<file path="config.mk">
export PLATFORM = sky130hd
export DESIGN_NAME = pipeline_hazard_ctrl_flat
export DESIGN_NICKNAME = d
export VERILOG_FILES = /design/src/rtl/pipeline_hazard_ctrl_if.sv /design/src/rtl/pipeline_hazard_ctrl.sv /design/src/flat_wrapper.sv
export SDC_FILE = /design/constraint.sdc
export NUM_CORES = 1
export LEC_CHECK = 0
export BUFFER_PORTS_ARGS = -buffer_cell sky130_fd_sc_hd__buf_2
export CORE_ASPECT_RATIO = 0.8
export CORE_MARGIN = 3
export CORE_UTILIZATION = 48
export CTS_BUF_LIST = sky130_fd_sc_hd__clkbuf_8
export CTS_CLUSTER_DIAMETER = 150
export DETAILED_ROUTE_END_ITERATION = 8
export PLACE_DENSITY = 0.77
export SLEW_MARGIN = 10
export SYNTH_ARGS = -nofsm -noshare
export SYNTH_HDL_FRONTEND = slang
export SYNTH_SLANG_ARGS = --single-unit
</file>
<file path="constraint.sdc">
create_clock -name clk -period 2.2 [get_ports clk]
set_input_delay 0.22 -clock clk [delete_from_list [all_inputs] [get_ports clk]]
set_output_delay 0.22 -clock clk [all_outputs]
set_load 0.01 [all_outputs]
</file>
<file path="src/rtl/pipeline_hazard_ctrl_if.sv">
// Hazard-control bundle: pipeline status coming in, stage enable/bubble controls going out.
// The master drives the pipeline status, and the slave (the controller) drives the stage controls.
interface pipeline_hazard_ctrl_if #(
  parameter int CNT_W = 16
);
  logic [4:0]       id_rs1;
  logic [4:0]       id_rs2;
  logic             id_use_rs1;
  logic             id_use_rs2;
  logic             ex_memread;
  logic [4:0]       ex_rd;
  logic             ex_br_taken;
  logic             mem_req;
  logic             dmem_ready;
  logic             pc_en;
  logic             if_id_en;
  logic             if_id_flush;
  logic             id_ex_en;
  logic             id_ex_bubble;
  logic             ex_mem_en;
  logic             mem_wb_bubble;
  logic             mem_err;
  logic [CNT_W-1:0] stall_count;

  modport master (
    output id_rs1, id_rs2, id_use_rs1, id_use_rs2, ex_memread, ex_rd,
           ex_br_taken, mem_req, dmem_ready,
    input  pc_en, if_id_en, if_id_flush, id_ex_en, id_ex_bubble, ex_mem_en,
           mem_wb_bubble, mem_err, stall_count
  );

  modport slave (
    input  id_rs1, id_rs2, id_use_rs1, id_use_rs2, ex_memread, ex_rd,
           ex_br_taken, mem_req, dmem_ready,
    output pc_en, if_id_en, if_id_flush, id_ex_en, id_ex_bubble, ex_mem_en,
           mem_wb_bubble, mem_err, stall_count
  );
endinterface

</file>
<file path="src/rtl/pipeline_hazard_ctrl.sv">
// Stall/flush sequencer for the 5-stage pipeline: dmem freeze > branch flush > load-use stall.
// Outputs are combinational from state + inputs; a branch flush interrupted by a freeze resumes afterwards.
module pipeline_hazard_ctrl #(
  parameter int FLUSH_CYCLES = 2,
  parameter int MEM_TIMEOUT  = 64,
  parameter int CNT_W        = 16
) (
  input  logic                  clk,
  input  logic                  rst,
  pipeline_hazard_ctrl_if.slave hz
);
  typedef enum logic [1:0] {RUN = 2'd0, FLUSH = 2'd1, MEM_WAIT = 2'd2} state_t;

  localparam int FW = 3;
  localparam int WW = $clog2(MEM_TIMEOUT + 1);

  state_t           r_state, w_state_next;
  logic [FW-1:0]    r_flush_left, w_flush_left_next;
  logic [WW-1:0]    r_wait_cnt, w_wait_cnt_next;
  logic             r_mem_err, w_mem_err_next;
  logic [CNT_W-1:0] r_stall_count;

  logic w_hazard, w_frozen, w_flush_mode;
  logic w_pc_en, w_if_id_en, w_if_id_flush, w_id_ex_en, w_id_ex_bubble, w_ex_mem_en, w_mem_wb_bubble;

  // x0 is hard-wired zero, so a load targeting it never creates a dependency.
  assign w_hazard = hz.ex_memread && (hz.ex_rd != 5'd0) &&
                    ((hz.id_use_rs1 && (hz.id_rs1 == hz.ex_rd)) ||
                     (hz.id_use_rs2 && (hz.id_rs2 == hz.ex_rd)));

  assign w_frozen     = (r_state == MEM_WAIT) ? !hz.dmem_ready : (hz.mem_req && !hz.dmem_ready);
  assign w_flush_mode = (r_state == FLUSH) || ((r_state == MEM_WAIT) && (r_flush_left != '0));

  always_comb begin
    w_state_next      = r_state;
    w_flush_left_next = r_flush_left;
    w_wait_cnt_next   = r_wait_cnt;
    w_mem_err_next    = r_mem_err;
    w_pc_en           = 1'b1;
    w_if_id_en        = 1'b1;
    w_if_id_flush     = 1'b0;
    w_id_ex_en        = 1'b1;
    w_id_ex_bubble    = 1'b0;
    w_ex_mem_en       = 1'b1;
    w_mem_wb_bubble   = 1'b0;
    if (rst) begin
      w_pc_en         = 1'b0;
      w_if_id_en      = 1'b0;
      w_id_ex_en      = 1'b0;
      w_ex_mem_en     = 1'b0;
      w_if_id_flush   = 1'b1;
      w_id_ex_bubble  = 1'b1;
      w_mem_wb_bubble = 1'b1;
    end else if (w_frozen) begin
      w_pc_en         = 1'b0;
      w_if_id_en      = 1'b0;
      w_id_ex_en      = 1'b0;
      w_ex_mem_en     = 1'b0;
      w_mem_wb_bubble = 1'b1;
      if (r_state == MEM_WAIT) begin
        if (r_wait_cnt == WW'(MEM_TIMEOUT - 1)) begin
          w_mem_err_next  = 1'b1;
          w_wait_cnt_next = '0;
          w_state_next    = (r_flush_left != '0) ? FLUSH : RUN;
        end else begin
          w_wait_cnt_next = r_wait_cnt + 1'b1;
        end
      end else begin
        w_wait_cnt_next = WW'(1);
        w_state_next    = MEM_WAIT;
        // The branch stays parked in EX during the freeze; remember the full flush it owes.
        if ((r_state == RUN) && hz.ex_br_taken)
          w_flush_left_next = FW'(FLUSH_CYCLES);
      end
    end else if (w_flush_mode) begin
      w_if_id_flush     = 1'b1;
      w_id_ex_bubble    = 1'b1;
      w_flush_left_next = r_flush_left - 1'b1;
      w_wait_cnt_next   = '0;
      w_state_next      = (r_flush_left > FW'(1)) ? FLUSH : RUN;
    end else if (hz.ex_br_taken) begin
      w_if_id_flush     = 1'b1;
      w_id_ex_bubble    = 1'b1;
      w_flush_left_next = FW'(FLUSH_CYCLES - 1);
      w_wait_cnt_next   = '0;
      w_state_next      = (FLUSH_CYCLES > 1) ? FLUSH : RUN;
    end else if (w_hazard) begin
      w_pc_en         = 1'b0;
      w_if_id_en      = 1'b0;
      w_id_ex_bubble  = 1'b1;
      w_wait_cnt_next = '0;
      w_state_next    = RUN;
    end else begin
      w_wait_cnt_next = '0;
      w_state_next    = RUN;
    end
  end

  always_ff @(posedge clk or posedge rst) begin
    if (rst) begin
      r_state       <= RUN;
      r_flush_left  <= '0;
      r_wait_cnt    <= '0;
      r_mem_err     <= 1'b0;
      r_stall_count <= '0;
    end else begin
      r_state      <= w_state_next;
      r_flush_left <= w_flush_left_next;
      r_wait_cnt   <= w_wait_cnt_next;
      r_mem_err    <= w_mem_err_next;
      if (!w_pc_en && (r_stall_count != {CNT_W{1'b1}}))
        r_stall_count <= r_stall_count + 1'b1;
    end
  end

  assign hz.pc_en         = w_pc_en;
  assign hz.if_id_en      = w_if_id_en;
  assign hz.if_id_flush   = w_if_id_flush;
  assign hz.id_ex_en      = w_id_ex_en;
  assign hz.id_ex_bubble  = w_id_ex_bubble;
  assign hz.ex_mem_en     = w_ex_mem_en;
  assign hz.mem_wb_bubble = w_mem_wb_bubble;
  assign hz.mem_err       = r_mem_err;
  assign hz.stall_count   = r_stall_count;
endmodule

</file>
<file path="src/flat_wrapper.sv">
// flat-port wrapper written by rule: the top's interface ports become plain ports
module pipeline_hazard_ctrl_flat 
#(
  parameter int FLUSH_CYCLES = 2,
  parameter int MEM_TIMEOUT  = 64,
  parameter int CNT_W        = 16
)
  (clk, rst, hz_id_rs1, hz_id_rs2, hz_id_use_rs1, hz_id_use_rs2, hz_ex_memread, hz_ex_rd, hz_ex_br_taken, hz_mem_req, hz_dmem_ready, hz_pc_en, hz_if_id_en, hz_if_id_flush, hz_id_ex_en, hz_id_ex_bubble, hz_ex_mem_en, hz_mem_wb_bubble, hz_mem_err, hz_stall_count);
  pipeline_hazard_ctrl_if #(.CNT_W(CNT_W)) hz_i ();
  input  logic clk;
  input  logic rst;
  input wire logic [$bits(hz_i.id_rs1)-1:0] hz_id_rs1;
  input wire logic [$bits(hz_i.id_rs2)-1:0] hz_id_rs2;
  input wire logic [$bits(hz_i.id_use_rs1)-1:0] hz_id_use_rs1;
  input wire logic [$bits(hz_i.id_use_rs2)-1:0] hz_id_use_rs2;
  input wire logic [$bits(hz_i.ex_memread)-1:0] hz_ex_memread;
  input wire logic [$bits(hz_i.ex_rd)-1:0] hz_ex_rd;
  input wire logic [$bits(hz_i.ex_br_taken)-1:0] hz_ex_br_taken;
  input wire logic [$bits(hz_i.mem_req)-1:0] hz_mem_req;
  input wire logic [$bits(hz_i.dmem_ready)-1:0] hz_dmem_ready;
  output wire logic [$bits(hz_i.pc_en)-1:0] hz_pc_en;
  output wire logic [$bits(hz_i.if_id_en)-1:0] hz_if_id_en;
  output wire logic [$bits(hz_i.if_id_flush)-1:0] hz_if_id_flush;
  output wire logic [$bits(hz_i.id_ex_en)-1:0] hz_id_ex_en;
  output wire logic [$bits(hz_i.id_ex_bubble)-1:0] hz_id_ex_bubble;
  output wire logic [$bits(hz_i.ex_mem_en)-1:0] hz_ex_mem_en;
  output wire logic [$bits(hz_i.mem_wb_bubble)-1:0] hz_mem_wb_bubble;
  output wire logic [$bits(hz_i.mem_err)-1:0] hz_mem_err;
  output wire logic [$bits(hz_i.stall_count)-1:0] hz_stall_count;
  assign hz_i.id_rs1 = hz_id_rs1;
  assign hz_i.id_rs2 = hz_id_rs2;
  assign hz_i.id_use_rs1 = hz_id_use_rs1;
  assign hz_i.id_use_rs2 = hz_id_use_rs2;
  assign hz_i.ex_memread = hz_ex_memread;
  assign hz_i.ex_rd = hz_ex_rd;
  assign hz_i.ex_br_taken = hz_ex_br_taken;
  assign hz_i.mem_req = hz_mem_req;
  assign hz_i.dmem_ready = hz_dmem_ready;
  assign hz_pc_en = hz_i.pc_en;
  assign hz_if_id_en = hz_i.if_id_en;
  assign hz_if_id_flush = hz_i.if_id_flush;
  assign hz_id_ex_en = hz_i.id_ex_en;
  assign hz_id_ex_bubble = hz_i.id_ex_bubble;
  assign hz_ex_mem_en = hz_i.ex_mem_en;
  assign hz_mem_wb_bubble = hz_i.mem_wb_bubble;
  assign hz_mem_err = hz_i.mem_err;
  assign hz_stall_count = hz_i.stall_count;
  pipeline_hazard_ctrl #(.FLUSH_CYCLES(FLUSH_CYCLES), .MEM_TIMEOUT(MEM_TIMEOUT), .CNT_W(CNT_W)) u_core (.clk(clk), .rst(rst), .hz(hz_i));
endmodule
</file>
==> impl_metrics.json, run 1 <==
{
  "outcome": "finished clean",
  "synth_seq_cells": 29,
  "slew_viol_final": 0,
  "cp.arrival_ps": 2330,
  "synth_area_leaders": "dfrtp_1, xnor2_1, xor2_1",
  "ys_types": 37,
  "avgSynthCellArea_um2": 9.68,
  "cts_made_buffers": 5,
  "die_y_um": 58.8,
  "p_per_area_nw_per_um2": 859,
  "syn_area_um2": 1680,
  "synthFlopType": "dfrtp_1",
  "setup_viol": 0,
  "synth_fa_ha_area_frac": 0.0373,
  "viasPerCell": 5.42,
  "synthXorXnorAreaFrac": 0.141,
  "r2r_setup_slack_ps": 40,
  "cp_cell_sequence": "inv_2, ha_4, nand2b_4, a21o_1, or4_4, o21ai_4, buf_12, mux2_2",
  "ys.warnings.count": 0,
  "wl_per_cell_um": 14.0,
  "place_hpwl_um": 2910,
  "yosysTopAreaCell": "dfrtp_1",
  "worst-path-max-fanout": 8,
  "vdd_drop_max_v": 0.000703,
  "worst_setup_path_start_kind": "register",
  "synthCells": 173,
  "cpMaxStageDelayCell": "or4_4",
  "drcViolationCount": 0,
  "worstPathRequired_ps": 2370,
  "diodes": 0,
  "io_pins": 47,
  "synth_top_family_by_area": "simple AND/OR/NAND/NOR gates",
  "max_slew.worst_pin.slew_ps": 546,
  "place.gp.congestion": 0.835,
  "power.leakage_nw": 1.06,
  "fin_crit_ps": 2160,
  "grt_pass1_vias": 1410,
  "grt_usage": 0.197,
  "rsz0062_at_grt": "true",
  "floorplan.initialDensity": 0.520,
  "vias": 1502,
  "die-area_um2": 4240,
  "clkTransAtPathRegs_ps": 70,
  "dr.pass1.iters": 4,
  "yosys.area_share.simple": 0.223,
  "areaGrowthSynthToFinish_pct": 29.6,
  "antenna_found_initial": 0,
  "antenna_left": 0,
  "drtIter0Drc": 144,
  "fmax_mhz": 462,
  "fin_crit_sh": 0.983,
  "clock_sinks": 29,
  "fillers": 253,
  "cts_buffer_depth": 2,
  "final-hold-violation-count": 0,
  "fin_skew_ps": 5.73,
  "max_stage_delay_ps": 490,
  "synth_compound_gate_area_share": 0.121,
  "die_x_um": 72.1,
  "relSlewSlack": 0.633,
  "layout-drive-gt1-share": 0.321,
  "stdcell_count": 277,
  "clk_latency_ps": 280,
  "synth_top_area_frac": 0.433,
  "synthMuxAreaShare": 0.0134,
  "row_count": 18,
  "grt_max_degree": 27,
  "setup_tns_ps": 0,
  "cts-root-buf": "clkbuf_8",
  "dp.cells": 265,
  "cap_viol_max_count": 0,
  "hp-class": "primary input to register",
  "synth_nets": 201,
  "critPathKind": "register to register",
  "ys_async_sr_fraction": 1.00,
  "core_um2": 3220,
  "nets": 264,
  "grt_pass1_wl_um": 6350,
  "synth-edff-count": 0,
  "wirelength_um": 3870,
  "end_kind": "register",
  "htreeDepth": 2,
  "grt_overflow": 0,
  "yosysSeqAreaShare": 0.433,
  "cts_tree": "yes",
  "numPortBuffers": 46
}
-- kinds of logic after synthesis --
logic type | after synthesis
and+or+nand+nor | 68
AOI/OAI and AO/OA | 32
DFF | 29
xor gates and xnor gates | 27
buffers and inverters | 10
adders and majority gates | 5
muxes | 2
-- path summary, 6_finish.rpt --
check                                            start                       end  cells after the start
worst max-delay path            u_core.r_flush_left[0]  u_core.hz.stall_count[1]                      8
worst min-delay path                     hz_dmem_ready         u_core.r_state[1]                      2
worst max register to register  u_core.r_flush_left[0]  u_core.hz.stall_count[1]                      8
worst min register to register       u_core.hz.mem_err         u_core.hz.mem_err                      1
max in group asynchronous                          rst  u_core.hz.stall_count[1]                      4
min in group asynchronous                          rst  u_core.hz.stall_count[6]                      3
-- synthesized netlist by cell type (all sizes together), types with 2 or more instances --
master,number
nor3,2
and3,5
or4,2
buf,3
ha,5
mux2,2
nand2b,3
nor2b,4
and4,3
a21o,5
xor2,10
nand2,13
nor2,12
nor4,2
inv,6
xnor2,17
a21oi,6
o21ai,15
nand4,10
dfrtp,29
nand3,7
-- repair_timing --
action                                  in CTS  in global routing
endpoints found under the hold margin        5                  0
hold buffers                                 1                  0
buffers inserted                             0                  2
resized for setup                            1                  6
gates cloned                                 0                  1
endpoints found under the setup margin       1                  4
-- per-stage QoR --
step | setup slack, ps | utilization | instance area, um2 | power, W | hold slack, ps
2_1_floorplan | 88.5 | - | 1680 | 0.00110 | 317
3_3_place_gp | 89.5 | 0.625 | 2010 | 0.00134 | 290
3_5_place_dp | 26.3 | 0.625 | 2010 | 0.00137 | 293
4_1_cts | 32.8 | 0.655 | 2110 | 0.00182 | 168
5_1_grt | -27.5 | 0.674 | 2170 | 0.00202 | 176
6_report | 37.8 | 0.674 | 2170 | 0.00187 | 178
-- critical path, delay by kind of cell, from the launching register on --
family                     cells  cell delay, ps
and+or+nand+nor                2             540
buffers and inverters          2             250
DFF                            1             380
AOI/OAI and AO/OA              2             390
muxes                          1             330
adders and majority gates      1             150
-- placed cells by master, fill, tap and decap left out, types with 2 or more instances in the layout --
| cell type | count |
|---|---|
| nor3_1 | 2 |
| a21oi_1 | 6 |
| nand3_1 | 7 |
| clkbuf_8 | 5 |
| xor2_1 | 10 |
| inv_1 | 4 |
| nand2b_1 | 2 |
| clkinv_2 | 2 |
| buf_4 | 11 |
| o21ai_0 | 12 |
| o21ai_1 | 2 |
| buf_2 | 46 |
| ha_1 | 4 |
| nor2b_1 | 4 |
| and4_1 | 3 |
| inv_2 | 2 |
| xnor2_1 | 17 |
| nor2_1 | 11 |
| and3_1 | 5 |
| nand2_1 | 13 |
| dfrtp_1 | 29 |
| nor4_1 | 2 |
| a21o_1 | 5 |
| mux2_2 | 2 |
| nand4_1 | 10 |
-- flip-flops by register name (all words and copies together) (netlist names) --
register	cells
u_core.r_wait_cnt	7
u_core.r_state	2
u_core.r_flush_left	3
u_core.hz.mem_err	1
u_core.hz.stall_count	16
-- power by group --
part / leakage (nW) / switching (W) / internal, W
registers: 0.383 / 0.000105 / 0.000632
logic: 0.634 / 0.000342 / 0.000356
clock network: 0.0439 / 0.000214 / 0.000218
total: 1.06 / 0.000661 / 0.00121
-- layer usage --
metal / up-vias / track usage / share of wire
li1: 744 / - / -
met1: 715 / 0.262 / 0.45
met2: 40 / 0.297 / 0.48
met3: 3 / 0.0734 / 0.056
met4: 0 / 0.0724 / 0.0060
met5: - / 0 / 0
-- area by class of cell --
type                    count  area [um2]  share of cell area
clock buffers               5        68.8              0.0317
inverters                   6        22.5              0.0104
clock inverters             3        17.5             0.00806
multi-input cells         134         920               0.423
well taps                  40        50.0              0.0230
repair buffers             60         368               0.169
flip-flops and latches     29         726               0.334
Power figures use the tool's default switching activity.
==> run 2: changes to the inputs <==
--- a/config.mk
+++ b/config.mk
@@ -12,8 +12,9 @@
 export CTS_BUF_LIST = sky130_fd_sc_hd__clkbuf_8
 export CTS_CLUSTER_DIAMETER = 150
 export DETAILED_ROUTE_END_ITERATION = 8
-export PLACE_DENSITY = 0.77
+export PLACE_DENSITY = 0.8
 export SLEW_MARGIN = 10
 export SYNTH_ARGS = -nofsm -noshare
 export SYNTH_HDL_FRONTEND = slang
 export SYNTH_SLANG_ARGS = --single-unit
+export TNS_END_PERCENT = 5
==> constraint.sdc (replaced) <==
create_clock -name clk -period 2.2 [get_ports clk]
set_input_delay 0.22 -clock clk [delete_from_list [all_inputs] [get_ports clk]]
set_output_delay 0.22 -clock clk [all_outputs]
set_load 0.005 [all_outputs]
==> run 2 against run 1 <==
Largest cell class unchanged. Critical endpoint is now u_core.hz.stall_count[6]. Critical path depth increased by 2. Combinational power decreased by 8.6%. Critical path type unchanged. Clock skew about the same. Die area unchanged. Sequential power increased by 0.8%. Global-route usage increased by 1.5 points. First-iteration DRC count increased by 17%.
==> impl_metrics.json, run 2 (synthesized netlist as in run 1, its figures left out) <==
{
  "outcome": "finished clean",
  "finalInstanceArea_um2": 2170,
  "p_per_area_nw_per_um2": 828,
  "fmax_mhz": 460,
  "hp-class": "primary input to async pin",
  "pre_cts_slack_ps": 25.2,
  "htreeDepth": 2,
  "largest_reg_flops": 16,
  "worstReg2RegStart": "u_core.r_flush_left[0]",
  "relSlewSlack": 0.612,
  "critPathKind": "register to register",
  "rsz0062_at_grt": "true",
  "clock_sinks": 29,
  "diodes": 0,
  "final_cell_mix": "buf_2, dfrtp_1, xnor2_1, buf_4",
  "antenna_found_initial": 0,
  "fin_crit_sh": 0.987,
  "fin_skew_ps": 5.34,
  "floorplan.initialDensity": 0.520,
  "fin_crit_ps": 2170,
  "power.leakage_nw": 1.08,
  "nets": 267,
  "cap_viol_max_count": 0,
  "die-area_um2": 4240,
  "layout-drive-gt1-share": 0.317,
  "final-hold-violation-count": 0,
  "cp.arrival_ps": 2340,
  "die_x_um": 72.1,
  "wirelength_um": 4090,
  "numPortBuffers": 46,
  "io_pins": 47,
  "timing.rr.end": "u_core.hz.stall_count[6]",
  "layout_setup_ws_ps": 28.0,
  "wl_per_cell_um": 14.6,
  "vias": 1536,
  "grt_overflow": 0,
  "reg2regPathDepth": 10,
  "cts_made_buffers": 5,
  "hold_slack_ps": 117,
  "drcViolationCount": 0,
  "dr.pass1.iters": 4,
  "row_count": 18,
  "crit_start": "u_core.r_flush_left[0]",
  "grt_pass1_vias": 1526,
  "dp.cells": 266,
  "setup_tns_ps": 0,
  "grt_max_degree": 22,
  "cts-root-buf": "clkbuf_8",
  "stdcell_count": 280,
  "cts_buffer_depth": 2,
  "endpoint": "u_core.hz.stall_count[6]",
  "areaGrowthSynthToFinish_pct": 29.8,
  "vdd_drop_max_v": 0.000550,
  "end_kind": "register",
  "clkTransAtPathRegs_ps": 60,
  "setup_viol": 0,
  "cts_tree": "yes",
  "grt_pass1_wl_um": 6900,
  "placed_area_um2": 2020,
  "worstPathRequired_ps": 2370,
  "final_common_cell": "buf_2",
  "place_hpwl_um": 3010,
  "antenna_left": 0,
  "worst-path-max-fanout": 7,
  "viasPerCell": 5.49,
  "slew_viol_final": 0,
  "clk_latency_ps": 280,
  "worst_setup_path_start_kind": "register",
  "r2r_setup_slack_ps": 30,
  "drtIter0Drc": 169,
  "die_y_um": 58.8,
  "max_slew.worst_pin.slew_ps": 578,
  "grt_usage": 0.212,
  "place.gp.congestion": 0.833,
  "core_um2": 3220
}
[run 2: changes by cell type in the layout (fill, tap and decap cells not counted), sizes merged]
cell,previous run,this run
buf,58,63
clkbuf,6,5
clkinvlp,1,0
dlygate4sd3,1,0
inv,6,7
[run 2: power breakdown]
part           leakage (nW)  internal (W)  switching, W
sequential            0.383      0.000632      0.000111
combinational         0.648      0.000333      0.000305
clock                0.0491      0.000214      0.000207
total                  1.08       0.00118      0.000624
[run 2: worst min-delay path by stage]
stage,end,cells after the start,start
finish,u_core.hz.stall_count[12],3,rst
global placement,u_core.hz.stall_count[1],3,rst
detailed placement,u_core.hz.stall_count[1],3,rst
global route,u_core.hz.stall_count[12],3,rst
CTS,u_core.hz.stall_count[1],3,rst
floorplan,u_core.r_state[1],1,hz_dmem_ready
[run 2: through the flow]
| stage | total power (W) | util |
|---|---|---|
| global placement | 0.00131 | 0.627 |
| CTS | 0.00181 | 0.675 |
| finish | 0.00180 | 0.675 |
| global route | 0.00193 | 0.675 |
| detailed placement | 0.00134 | 0.627 |
| floorplan | 0.00107 | - |
[run 2: layout make-up]
cell class	count	area, um2
sequential	29	726
tap	40	50.0
fill	259	1050
multi-input combinational	134	903
clock buffer	5	68.8
inverter	6	22.5
clock inverter	3	13.8
timing repair buffer	63	390
[run 2: what timing repair did]
item                                    in CTS  in global routing
gates resized for setup                      5                  0
setup buffers                                6                  0
hold buffers                                 0                  0
endpoints found under the setup margin       9                 11
pin swaps                                    2                  1
[run 2: layer usage]
layer,vias to the layer above,share of wire,global-route usage,routed length (um)
met5,-,0,0,0
met3,8,0.048,0.0580,196
met2,37,0.49,0.339,2020
met4,0,0.012,0.0751,50
met1,744,0.45,0.279,1830
li1,747,-,-,-
[run 2: critical path: stages, from the launching register on]
cell      delay, ps
dfrtp_1         380
inv_2            70
ha_1            150
nand2b_1         80
a21o_1          180
or4_4           500
o21ai_4         180
buf_12          150
buf_8           120
nand4_1         110
xnor2_1         140
